[src/rtl/data_nway_writeback_cache_controller.sv]
// Control FSM for an N-way write-back data cache with a word-serial bus.
// Holds only FSM state, the bus beat counter and the latched victim way.
module data_nway_writeback_cache_controller #(
  parameter int NUM_WAYS          = 4,
  parameter int WORDS_PER_BLOCK   = 4,
  parameter bit ALLOCATE_ON_WRITE = 1'b1,
  localparam int WAYW = $clog2(NUM_WAYS),
  localparam int OFFW = $clog2(WORDS_PER_BLOCK)
) (
  input  logic                clk,
  input  logic                reset,
  input  logic                IStall,
  input  logic                MemWriteM,
  input  logic                MemtoRegM,
  input  logic                BusReady,
  input  logic [OFFW-1:0]     WordOffset,
  input  logic [NUM_WAYS-1:0] WayValid,
  input  logic [NUM_WAYS-1:0] WayHit,
  input  logic [NUM_WAYS-1:0] WayDirty,
  input  logic [WAYW-1:0]     ReplWay,
  output logic                Stall,
  output logic                CWE,
  output logic [NUM_WAYS-1:0] WayWE,
  output logic [WAYW-1:0]     SelWay,
  output logic                BlockWE,
  output logic                HRequestM,
  output logic                HWriteM,
  output logic                WriteThru,
  output logic                RDSel,
  output logic [OFFW-1:0]     Counter,
  output logic [OFFW-1:0]     CacheRDSel,
  output logic                LRUUpdate
);

  localparam logic [2:0] READY     = 3'd0;
  localparam logic [2:0] WRITEBACK = 3'd1;
  localparam logic [2:0] MEMREAD   = 3'd2;
  localparam logic [2:0] WRITETHRU = 3'd3;
  localparam logic [2:0] NEXTINSTR = 3'd4;
  localparam logic [2:0] WAIT      = 3'd5;

  logic [2:0]      state_q, state_d;
  logic [OFFW-1:0] counter_q, counter_d;
  logic [WAYW-1:0] victim_q, victim_d;
  logic [WAYW-1:0] comb_way;
  logic            hit, access, dirty, last_beat;
  logic            st_ready, st_wb, st_mr, st_wt, st_ni;

  assign hit       = |WayHit;
  assign access    = MemWriteM | MemtoRegM;
  assign last_beat = (counter_q == OFFW'(WORDS_PER_BLOCK - 1));

  assign st_ready = (state_q == READY);
  assign st_wb    = (state_q == WRITEBACK);
  assign st_mr    = (state_q == MEMREAD);
  assign st_wt    = (state_q == WRITETHRU);
  assign st_ni    = (state_q == NEXTINSTR);

  // Scan from the top so the lowest-index match wins; hits override invalid ways.
  always_comb begin
    comb_way = ReplWay;
    for (int i = NUM_WAYS - 1; i >= 0; i--) begin
      if (!WayValid[i]) comb_way = WAYW'(i);
    end
    for (int i = NUM_WAYS - 1; i >= 0; i--) begin
      if (WayHit[i]) comb_way = WAYW'(i);
    end
  end

  assign SelWay = st_ready ? comb_way : victim_q;
  assign dirty  = WayValid[SelWay] & WayDirty[SelWay];

  always_comb begin
    state_d   = state_q;
    counter_d = counter_q;
    victim_d  = victim_q;
    case (state_q)
      READY: begin
        counter_d = '0;
        if (access && !hit) begin
          victim_d = comb_way;
          if (MemWriteM && !ALLOCATE_ON_WRITE) state_d = WRITETHRU;
          else if (dirty)                      state_d = WRITEBACK;
          else                                 state_d = MEMREAD;
        end
      end
      WRITEBACK: begin
        if (BusReady) begin
          counter_d = counter_q + OFFW'(1);
          if (last_beat) state_d = MEMREAD;
        end
      end
      MEMREAD: begin
        if (BusReady) begin
          counter_d = counter_q + OFFW'(1);
          if (last_beat) state_d = NEXTINSTR;
        end
      end
      WRITETHRU: begin
        if (BusReady) state_d = NEXTINSTR;
      end
      NEXTINSTR, WAIT: begin
        counter_d = '0;
        state_d   = IStall ? WAIT : READY;
      end
      default: begin
        counter_d = '0;
        state_d   = READY;
      end
    endcase
  end

  always_ff @(posedge clk) begin
    if (!reset) begin
      state_q   <= READY;
      counter_q <= '0;
      victim_q  <= '0;
    end else begin
      state_q   <= state_d;
      counter_q <= counter_d;
      victim_q  <= victim_d;
    end
  end

  assign Stall      = st_wb | st_mr | st_wt | (st_ready & access & ~hit);
  assign CWE        = (st_ready & MemWriteM & hit) | (st_mr & BusReady);
  assign BlockWE    = st_mr;
  assign HRequestM  = st_wb | st_mr | st_wt;
  assign HWriteM    = st_wb | st_wt;
  assign WriteThru  = st_wt;
  assign Counter    = counter_q;
  assign CacheRDSel = st_wb ? counter_q : WordOffset;
  assign RDSel      = st_ni & (WordOffset == OFFW'(WORDS_PER_BLOCK - 1));
  assign LRUUpdate  = (st_ready & access & hit) | (st_mr & BusReady & last_beat);

  always_comb begin
    WayWE         = '0;
    WayWE[SelWay] = CWE;
  end

endmodule

[config.mk]
export PLATFORM = sky130hd
export DESIGN_NAME = data_nway_writeback_cache_controller
export DESIGN_NICKNAME = d
export VERILOG_FILES = /design/src/rtl/data_nway_writeback_cache_controller.sv
export SDC_FILE = /design/constraint.sdc
export NUM_CORES = 1
export LEC_CHECK = 0
export ABC_CLOCK_PERIOD_IN_PS = 3500
export BUFFER_PORTS_ARGS = -buffer_cell sky130_fd_sc_hd__buf_2
export CORE_MARGIN = 1
export CORE_UTILIZATION = 47
export CTS_CLUSTER_DIAMETER = 150
export DETAILED_ROUTE_END_ITERATION = 12
export PLACE_DENSITY = 0.81
export SLEW_MARGIN = 20
export SYNTH_ARGS = -nofsm -noshare
export SYNTH_HDL_FRONTEND = slang
export SYNTH_SLANG_ARGS = --single-unit
[constraint.sdc]
create_clock -name clk -period 3.5 [get_ports clk]
set_input_delay 0.175 -clock clk [delete_from_list [all_inputs] [get_ports clk]]
set_output_delay 0.175 -clock clk [all_outputs]
set_load 0.1 [all_outputs]
[After elaboration in Yosys (flattened, before gate mapping)]
Index checks and enable logic that the tools add are counted.
Storage, ports and cells
  input bits: 22
  memory bits (writable): 0
  output and inout port bits: 18
  memories kept: 0
  bits in latches: 0
  register bits: 7
  word-level logic and storage cells: 76
  memory bits (read-only): 0
Cells by class
  multiplexer cells: 27
  shifts and indexed selects: 0
  div/mod/pow operators: 0
  equality and inequality tests: 14
  add/subtract/negate cells: 1
  bitwise operators: 19
  reductions and logical operators: 10
  $lt $le $gt $ge: 2
  multipliers: 0
Operators by type and width (count)
  $mux W2: 12
  $mux W3: 7
  $pmux W3 S5: 1
  $ne A2 B2 Y1 const B: 5
  $and A1 B1 Y1: 9
  $or A1 B1 Y1: 7
  $eq A3 B2 Y1 const B: 2
  $eq A3 B3 Y1 const B: 2
  $reduce_and A6 Y1: 1
  $and A4 B4 Y4: 1
  $bmux W1 S2: 2
  $eq A2 B2 Y1 const B: 2
  $ne A2 B1 Y1 const B: 2
  $pmux W2 S2: 1
  $reduce_and A2 Y1: 2
  $reduce_or A2 Y1: 2
  $reduce_or A4 Y1: 1
  $eq A3 B1 Y1 const B: 1
  $logic_not A3 Y1: 1
  $lt A2 B3 Y1 const B: 1
  $mux W1: 3
  $add A2 B1 Y2 const B: 1
  $demux W1 S2: 1
  $ge A2 B1 Y1 const B: 1
  3 further kinds: 5

[Depth between registers and ports, before layout]
Gate-level depths: netlist of run 1.
  word-level depth: 15
  depth in mapped cells: 6
  gate-level depth less buffers: 5

[Worst setup path after synthesis of run 1]
No wires, ideal clock.
  path kind: register -> output
  start: reg state_q[0]
  end: out WayWE[2]
  slack: -2.848 ns
  buffers on the path: 1
  arrival: 6.173 ns
  cell stages (with the launch flop): 5
  data required time: 3.325 ns
  cell sequence: dfxtp_1 > clkbuf_1 > nor3_1 > a22oi_1 > nor4_1
Between the ends
  elaborated cells between the ends (all ways): 13
  classes of those cells: order compare (2); eq/ne (1); mux (3); bitwise (5); reduce/logical (2)
RTL lines
  from (decl): RTL line 42  | logic [2:0] state_q, state_d;
  from (signal assigned): RTL line 119  | state_q <= state_d;
  $eq A3 B2 Y1: RTL line 55  | assign st_mr = (state_q == MEMREAD);
  net BlockWE: RTL line 25  | output logic BlockWE,
  $and A1 B1 Y1: RTL line 126  | assign CWE = (st_ready & MemWriteM & hit) | (st_mr & BusReady);
  $or A1 B1 Y1: RTL line 126
  $and A4 B4 Y4 (no source line)
  to (decl): RTL line 23  | output logic [NUM_WAYS-1:0] WayWE,
The timed path passes the listed nets, and every way through them passes these cells.

[Final worst setup path of run 1]
  start: reg state_q[2]
  end: out WayWE[2]
Between the ends
  word-level cells in the longest chain between the ends: 7
  elaborated cells between the ends (all ways): 13
  classes of those cells: order compare (2); eq/ne (1); mux (3); bitwise (5); reduce/logical (2)
Ends and longest elaborated chain
  $logic_not A3 Y1: RTL line 53  | assign st_ready = (state_q == READY);
  $mux W2: RTL line 70  | assign SelWay = st_ready ? comb_way : victim_q;
  $lt A2 B3 Y1 (not written as such) or $ge A2 B1 Y1 (tied branches): RTL line 138  | WayWE[SelWay] = CWE;
  $logic_and A1 B1 Y1 (not written as such): RTL line 138
  $mux W1 (not written as such): RTL line 138
  $demux W1 S2: RTL line 138
  $and A4 B4 Y4 (no source line) (*)
Every way passes the cells marked *; elsewhere a longest branch is shown, timed or not.

==> metrics.cfg, run 1 <==
[outcome]
status=complete, no violations

[cts]
clock_latency_ps=250
numCtsBuffers=3
cts_setup_buffers=0
cts_sinks=7
post_cts_resized=0
cts_hold_buf=0
cts.reportedPaths.clkPinSlew_ps=50
cts_buffer_depth=2
h-tree-depth=1
cts-root-buf=clkbuf_4
cts_tree=yes

[critical_path]
cp_max_fo=10
worst_path_dominant_cell_family=buffers and inverters
end_kind=output port
path_cells=nor3_4 > mux2i_1 > o21a_1 > inv_1 > nor4_2 > buf_2
path_buf_inv=2
cpMaxStageDelayCell=buf_2
critical_path_class=reg2out
critPathMaxStageDelay_ps=460
cp-start-kind=flop
cp.required_ps=3320
arrival_ps=2340

[finish]
areaGrowthSynthToFinish_pct=35.8
final_layout_size_suffix_gt1_frac=0.457
final_area_um2=991
fin_nets=162
n_antenna_cell=0

[pwr]
power_density_nw_per_um2=311
pwr-share-comb=0.496
power.switching_mw=0.147
p_int_mw=0.161
p_leak_nw=0.468
p_clk_frac=0.232
ir_worst_vdd_mv=0.224
power_frac_seq=0.272
p_sw_frac=0.478

[drt]
avgViaCountPerCell=5.77
drt_iter0_drc=28
drt-total-wl_mm=1.93
route.detailed.drc=0
ant_nets=0
first_pass_iters=4
via_count=883
wl_per_cell_um=12.6

[synth]
yosysWarnings=0
synthFlopType=dfxtp_1
ys_seq_area_frac=0.192
netlist_instances=99
synth-seq-cells=7
synth_edf_count=0
yosys-top-cells-area=dfxtp_1 (19%), nand2_1 (5.7%), and2b_2 (4.8%), mux2_2 (4.6%), nor2_1 (3.6%)
synth_top_area_frac=0.192
syn_nets=122
synth_largest_area_cell=dfxtp_1
synthDistinctLibCells=42
synth-async-reset-ratio=0
synth_area_um2=729
syn_area_per_cell_um2=7.37

[timing]
finalHoldViolations=0
tightest_slew_ps=552
period_share=0.719
fmax_mhz=397
holdWs_ps=177
fin_skew_ps=1.47
setup_viol=0
fin_crit_ps=2520
rsz0062_at_grt=no
final-max-slew-violation-count=0
maxSlewHeadroom=0.629

[min_path]
hold_class=in2reg

[place]
io_buffers=39
dp_hpwl_mm=1.56
placed_area_um2=965
gp_congestion=0.825

[floorplanning]
ios=40
initial_core_util=0.534
die_w_um=41.4
die_h_um=41.4
die-area_um2=1710
coreArea_um2=1370
rows=13

[grt]
grt_pass1_vias=631
grt_pass1_wl_mm=2.64
grt_max_degree=14
grt_usage=0.239
overflow=0
antenna_found_initial=0

[job]
cap_violations=0

-- cell usage in the layout, fill, tap and decap left out, types with 2 or more instances in the layout --
cell type   n
a21boi_0    2
a21oi_1     4
a31oi_1     2
and2_1      3
and2b_2     4
buf_2      39
clkbuf_4    3
dfxtp_1     5
dfxtp_2     2
inv_1       3
mux2_2      3
mux2i_1     2
nand2_1    11
nand2b_1    2
nand3_1     4
nor2_1      6
nor3_1      2
nor3_2      2
nor3_4      2
nor4_2      2
o211ai_1    2
o21a_1      2
o21ai_0     5
or3_1       2
-- through the flow --
step / util / instances / setup TNS (ps) / total power [mW] / setup WS [ps]
floorplan: - / 99 / -58.1 / 0.207 / -58.1
global placement: 0.706 / 149 / 0 / 0.236 / 1270
detailed placement: 0.706 / 149 / 0 / 0.238 / 1250
CTS: 0.725 / 153 / 0 / 0.310 / 982
global route: 0.725 / 153 / 0 / 0.324 / 827
finish: 0.725 / 153 / 0 / 0.308 / 983
-- worst register-to-register path, stage by stage (launching register included) --
cell and delay (ps):
dfxtp_1 420, nor3_4 310, mux2i_1 450, nor2_2 130, a311o_1 400, a31o_1 190
-- final timing paths --
kind	startpoint	end	slack, ps	cells past startpoint
worst min-delay path	reset	victim_q[0]$_SDFFE_PN0P_	180	2
worst max-delay path	state_q[2]$_SDFFE_PN0P_	WayWE[2]	980	6
worst min register to register	Counter[0]$_SDFFE_PN0P_	Counter[0]$_SDFFE_PN0P_	550	2
worst max register to register	state_q[2]$_SDFFE_PN0P_	state_q[0]$_SDFFE_PN0P_	1500	5
-- sequential cells by signal, indices dropped and copies added, names as in the netlist --
name and flops:
Counter 2, state_q 3, victim_q 2
-- kinds of logic after synthesis --
group | after synthesis | synth area share
AO/OA/AOI/OAI | 28 | 0.271
multiplexers | 5 | 0.0738
buffers and inverters | 8 | 0.0514
flip-flops | 7 | 0.192
AND/OR/NAND/NOR | 49 | 0.381
adder cells (fa/ha/maj) | 2 | 0.0309
-- power groups by stage --
stage               Combinational (mW)  Sequential, mW  Clock [mW]
finish                           0.153          0.0839      0.0714
global route                     0.160          0.0841      0.0795
CTS                              0.153          0.0838      0.0728
detailed placement               0.153          0.0854           0
global placement                 0.151          0.0854           0
floorplan                        0.121          0.0864           0
-- area by class of cell --
cell class,instances,area [um^2]
Clock buffer,4,26.3
Fill cell,115,375
Inverter,4,15.0
Timing Repair Buffer,39,195
Tap cell,15,18.8
Sequential cell,7,143
Multi-Input combinational cell,84,593
-- Yosys cell counts, drive strengths merged (2+ instances only) --
cell and number:
nand2 11, dfxtp 7, nor2 7, nor3 6
o21ai 5, a21oi 4, and2b 4, inv 4
nand3 4, and2 3, clkbuf 3, mux2 3
nor4 3, a21boi 2, a31oi 2, mux2i 2
nand2b 2, o211ai 2, o21a 2, or3 2
-- routing by layer --
layer	share of wire	up-vias	track usage
li1	-	447	-
met4	0.013	0	0.0968
met1	0.47	405	0.317
met3	0.052	5	0.0798
met2	0.46	26	0.352
met5	0	-	0
Note: power is estimated with default switching activity, not from simulation.
==> run 2, diff against run 1 <==
--- a/config.mk
+++ b/config.mk
@@ -5,13 +5,13 @@
 export SDC_FILE = /design/constraint.sdc
 export NUM_CORES = 1
 export LEC_CHECK = 0
-export ABC_CLOCK_PERIOD_IN_PS = 3500
+export ABC_CLOCK_PERIOD_IN_PS = 2300
 export BUFFER_PORTS_ARGS = -buffer_cell sky130_fd_sc_hd__buf_2
 export CORE_MARGIN = 1
-export CORE_UTILIZATION = 47
+export CORE_UTILIZATION = 39
 export CTS_CLUSTER_DIAMETER = 150
 export DETAILED_ROUTE_END_ITERATION = 12
-export PLACE_DENSITY = 0.81
+export PLACE_DENSITY = 0.71
 export SLEW_MARGIN = 20
 export SYNTH_ARGS = -nofsm -noshare
 export SYNTH_HDL_FRONTEND = slang
==> constraint.sdc (replaced) <==
create_clock -name clk -period 2.3 [get_ports clk]
set_input_delay 0.115 -clock clk [delete_from_list [all_inputs] [get_ports clk]]
set_output_delay 0.115 -clock clk [all_outputs]
set_load 0.1 [all_outputs]
==> run 2 against run 1 <==
Against the previous run:
- power is 68% higher
- highest routed layer unchanged
- sequential cell count unchanged
- critical path depth is 1 lower
- largest power group unchanged
- wire length grew 10%
- cell area rose by 17%
- final cell count grew 9.8%
- first-iteration DRC count fell by 39%
- largest cell class unchanged
- non-clock buffer count up 5
- worst hold slack got worse by 48 ps
- clock power increased by 64%
==> metrics.cfg, run 2 (same netlist as run 1, synthesis figures left out) <==
[outcome]
status=complete, no violations

[place]
place_ws_ps=163
gp_congestion=0.791
dp_hpwl_mm=1.68
io_buffers=39

[floorplanning]
die_h_um=45.2
rows=15
die_w_um=45.2
ios=40
die-area_um2=2050
coreArea_um2=1750
initial_core_util=0.418

[finish]
areaGrowthSynthToFinish_pct=59.0
nFillCells=162
top_register=state_q
fin_nets=167
post-route-util=0.665
layout_common_cells=buf_2 (34), nand2_1 (11), nor2_1 (6)
layout_commonest_cell=buf_2
n_antenna_cell=0
largest_reg_flops=3
final_layout_size_suffix_gt1_frac=0.503

[timing]
tightest_slew_ps=639
maxSlewHeadroom=0.574
finalWorstSetupSlack_ps=70.3
fin_setup_tns_ps=0
finalHoldViolations=0
setup_viol=0
final-max-slew-violation-count=0
period_share=0.969
fin_skew_ps=4.15
fin_crit_ps=2230
fmax_mhz=448
rsz0062_at_grt=yes
holdWs_ps=129

[critical_path]
arrival_ps=2110
cpMaxStageDelayCell=or3_1
cp_max_fo=12
reg2reg_depth=6
r2r_slack_ps=300
cp-start-kind=flop
path_cells=or3_1 > or3_1 > o21a_2 > nor4_4 > buf_12
end_kind=output port
critical_path_class=reg2out
cp.required_ps=2180
critPathMaxStageDelay_ps=400
path_common_cell=or3_1

[cts]
cts-root-buf=clkbuf_4
cts.reportedPaths.clkPinSlew_ps=60
cts_sinks=7
cts_hold_buf=0
clock_latency_ps=260
cts_tree=yes
cts_buffer_depth=2
h-tree-depth=1
numCtsBuffers=3

[drt]
drt_iter0_drc=17
wl_per_cell_um=12.6
route.detailed.drc=0
via_count=909
drt-total-wl_mm=2.12
avgViaCountPerCell=5.41
ant_nets=0
first_pass_iters=4

[job]
cap_violations=0

[grt]
overflow=0
grt_pass1_wl_mm=3.19
grt_max_degree=14
grt_usage=0.216
antenna_found_initial=0
grt_pass1_vias=767

[pwr]
p_leak_nw=0.511
ir_worst_vdd_mv=0.311
p_total_mw=0.517
power_density_nw_per_um2=445

[min_path]
min_path_cells=2
hold_class=in2reg

[run 2: what timing repair did]
| item | 4_1_cts | 5_1_grt |
|---|---|---|
| setup buffers | 0 | 2 |
| resized for setup | 2 | 1 |
| pin swaps | 0 | 2 |
| setup endpoints to repair | 3 | 3 |
[run 2: stage by stage]
stage,area (um^2),cells
floorplan,823,99
global placement,1110,162
detailed placement,1110,162
CTS,1140,166
global route,1160,168
finish,1160,168
[run 2: layout make-up]
cell class / instances / area [um^2] / area share
Clock buffer: 4 / 26.3 / 0.0227
Multi-Input combinational cell: 84 / 631 / 0.544
Inverter: 4 / 18.8 / 0.0162
Timing Repair Buffer: 44 / 308 / 0.265
Tap cell: 25 / 31.3 / 0.0270
Sequential cell: 7 / 145 / 0.125
[run 2: critical path, delay by kind of cell, from the launching register on]
kind                   cells  cell delay (ps)
flip-flops                 1              390
buffers and inverters      1              210
AO/OA/AOI/OAI              1              270
AND/OR/NAND/NOR            3              980
[run 2: final timing paths]
kind,start,to
setup / recovery,state_q[0]$_SDFFE_PN0P_,WayWE[3]
hold / removal,reset,victim_q[0]$_SDFFE_PN0P_
setup reg to reg,state_q[1]$_SDFFE_PN0P_,state_q[0]$_SDFFE_PN0P_
hold reg to reg,Counter[0]$_SDFFE_PN0P_,Counter[0]$_SDFFE_PN0P_
[run 2: routing by layer]
layer	vias to the layer above	routed length, um	global-route usage
li1	463	-	-
met1	420	955	0.280
met2	24	1070	0.348
met3	2	81	0.0680
met4	0	18	0.0485
met5	-	0	0
[run 2: power breakdown]
part | internal, mW | leakage [nW] | total [mW] | switching (mW)
Clock | 0.0666 | 0.0150 | 0.117 | 0.0507
Sequential | 0.122 | 0.0578 | 0.127 | 0.00442
Combinational | 0.0818 | 0.438 | 0.273 | 0.191
==> run 3, diff against run 2 <==
--- a/config.mk
+++ b/config.mk
@@ -9,8 +9,8 @@
 export BUFFER_PORTS_ARGS = -buffer_cell sky130_fd_sc_hd__buf_2
 export CORE_MARGIN = 1
 export CORE_UTILIZATION = 39
-export CTS_CLUSTER_DIAMETER = 150
 export DETAILED_ROUTE_END_ITERATION = 12
+export GPL_TIMING_DRIVEN = 0
 export PLACE_DENSITY = 0.71
 export SLEW_MARGIN = 20
 export SYNTH_ARGS = -nofsm -noshare
==> run 3 against run 2 <==
Against the previous run:
- register-to-register slack got worse by 20 ps
- sequential share of layout area increased by 0.24 points
- worst hold slack got worse by 25 ps
- wire length decreased by 1.7%
- die area unchanged
- utilization decreased by 2.4 points
- clock-buffer cell count unchanged
- via count decreased by 1.3%
- clock power increased by 8%
- non-clock buffer count decreased by 1
- largest power group unchanged
==> metrics.cfg, run 3 (same netlist as run 1, synthesis figures left out) <==
[critical_path]
cp.depth=7
cp_max_fo=10
critPathMaxStageDelay_ps=300
worst_path_dominant_cell_family=simple AND/OR/NAND/NOR gates
arrival_ps=2110
crit_end=WayWE[2]
cpMaxStageDelayCell=dfxtp_1
critical_path_class=reg2out
reg2reg_to=state_q[0]$_SDFFE_PN0P_
end_kind=output port
reg2reg_depth=6
path_buf_inv=3
path_cells=buf_6 > nor3_4 > mux2i_1 > o21a_4 > inv_1 > nor4_4 > buf_6
crit_start=state_q[2]$_SDFFE_PN0P_
path_common_cell=buf_6
r2r_slack_ps=280
cp.required_ps=2180
r2r_start=state_q[2]$_SDFFE_PN0P_
cp-start-kind=flop

[floorplanning]
rows=15
die_h_um=45.2
ios=40
coreArea_um2=1750
initial_core_util=0.418
die_w_um=45.2
die-area_um2=2050

[grt]
grt_max_degree=11
grt_usage=0.219
grt_pass1_wl_mm=3.17
overflow=0
grt_pass1_vias=750
antenna_found_initial=0

[min_path]
min_path_cells=2
hold_class=in2reg

[finish]
top_register=state_q
layout_common_cells=buf_2 (33), nand2_1 (11), nor2_1 (6)
largest_reg_flops=3
stdcell_count=167
final_area_um2=1120
fin_nets=166
layout_commonest_cell=buf_2
post-route-util=0.641
final_layout_size_suffix_gt1_frac=0.493
n_antenna_cell=0
areaGrowthSynthToFinish_pct=53.3

[job]
cap_violations=0

[cts]
clock_latency_ps=270
cts.reportedPaths.clkPinSlew_ps=60
numCtsBuffers=3
cts_buffer_depth=2
cts_sinks=7
h-tree-depth=1
cts_hold_buf=0
cts-root-buf=clkbuf_4
cts_tree=yes

[timing]
fin_setup_tns_ps=0
rsz0062_at_grt=yes
fin_skew_ps=1.14
fmax_mhz=448
holdWs_ps=104
fin_crit_ps=2230
period_share=0.969
final-max-slew-violation-count=0
tightest_slew_ps=671
finalWorstSetupSlack_ps=70.2
finalHoldViolations=0
setup_viol=0
maxSlewHeadroom=0.548

[drt]
drt-total-wl_mm=2.09
wl_per_cell_um=12.5
drt_iter0_drc=14
ant_nets=0
avgViaCountPerCell=5.37
route.detailed.drc=0
first_pass_iters=4
via_count=897

[pwr]
p_total_mw=0.511
power_density_nw_per_um2=457
ir_worst_vdd_mv=0.285
p_leak_nw=0.484

[place]
placed_area_um2=1040
placed_cells=162
io_buffers=38
dp_hpwl_mm=1.62
gp_congestion=0.804
place_ws_ps=46.2

[outcome]
status=complete, no violations

## run 3: cell count changes in the layout (fill, tap and decap cells not counted), moves of 2 or more
cell	delta
buf_12	-5
buf_4	-2
buf_6	+4
clkbuf_1	+2
## run 3: worst min path at each step
stage | slack (ps) | endpoint | from
CTS | 100 | victim_q[0]$_SDFFE_PN0P_ | reset
detailed placement | 380 | victim_q[0]$_SDFFE_PN0P_ | reset
global route | 100 | victim_q[0]$_SDFFE_PN0P_ | reset
finish | 100 | victim_q[0]$_SDFFE_PN0P_ | reset
global placement | 380 | victim_q[0]$_SDFFE_PN0P_ | reset
floorplan | 240 | victim_q[0]$_SDFFE_PN0P_ | reset
## run 3: final cells by class
type,instances,area [um^2]
buffer,4,32.5
clock buffer,4,26.3
fill,151,627
inverter,4,18.8
multi-input combinational,84,646
sequential,7,143
tap,25,31.3
timing repair buffer,39,221
## run 3: repair_timing
item                                    in CTS  in global routing
setup buffers                                0                  1
pin swaps                                    0                  1
cloned                                       0                  0
endpoints found under the setup margin       5                  5
gates resized for setup                     10                  2
## run 3: report_power, final
part | switching (mW) | total, mW | internal, mW | leakage, nW
registers | 0.00226 | 0.126 | 0.123 | 0.0575
clock network | 0.0593 | 0.126 | 0.0671 | 0.0150
logic | 0.191 | 0.260 | 0.0690 | 0.412
total | 0.252 | 0.511 | 0.259 | 0.484
## run 3: worst register-to-register path, cell delays in order, from the launching register on
cell     delay (ps)
dfxtp_1         300
buf_6           140
nor3_4          270
mux2i_2         520
nor2_4          110
a311o_1         400
a31o_1          180
## run 3: layer usage
layer	up-vias	GRT usage	routed length, um
met5	-	0	0
met4	0	0.0727	30
met3	4	0.0720	84
met2	23	0.348	1030
met1	416	0.278	941
li1	454	-	-
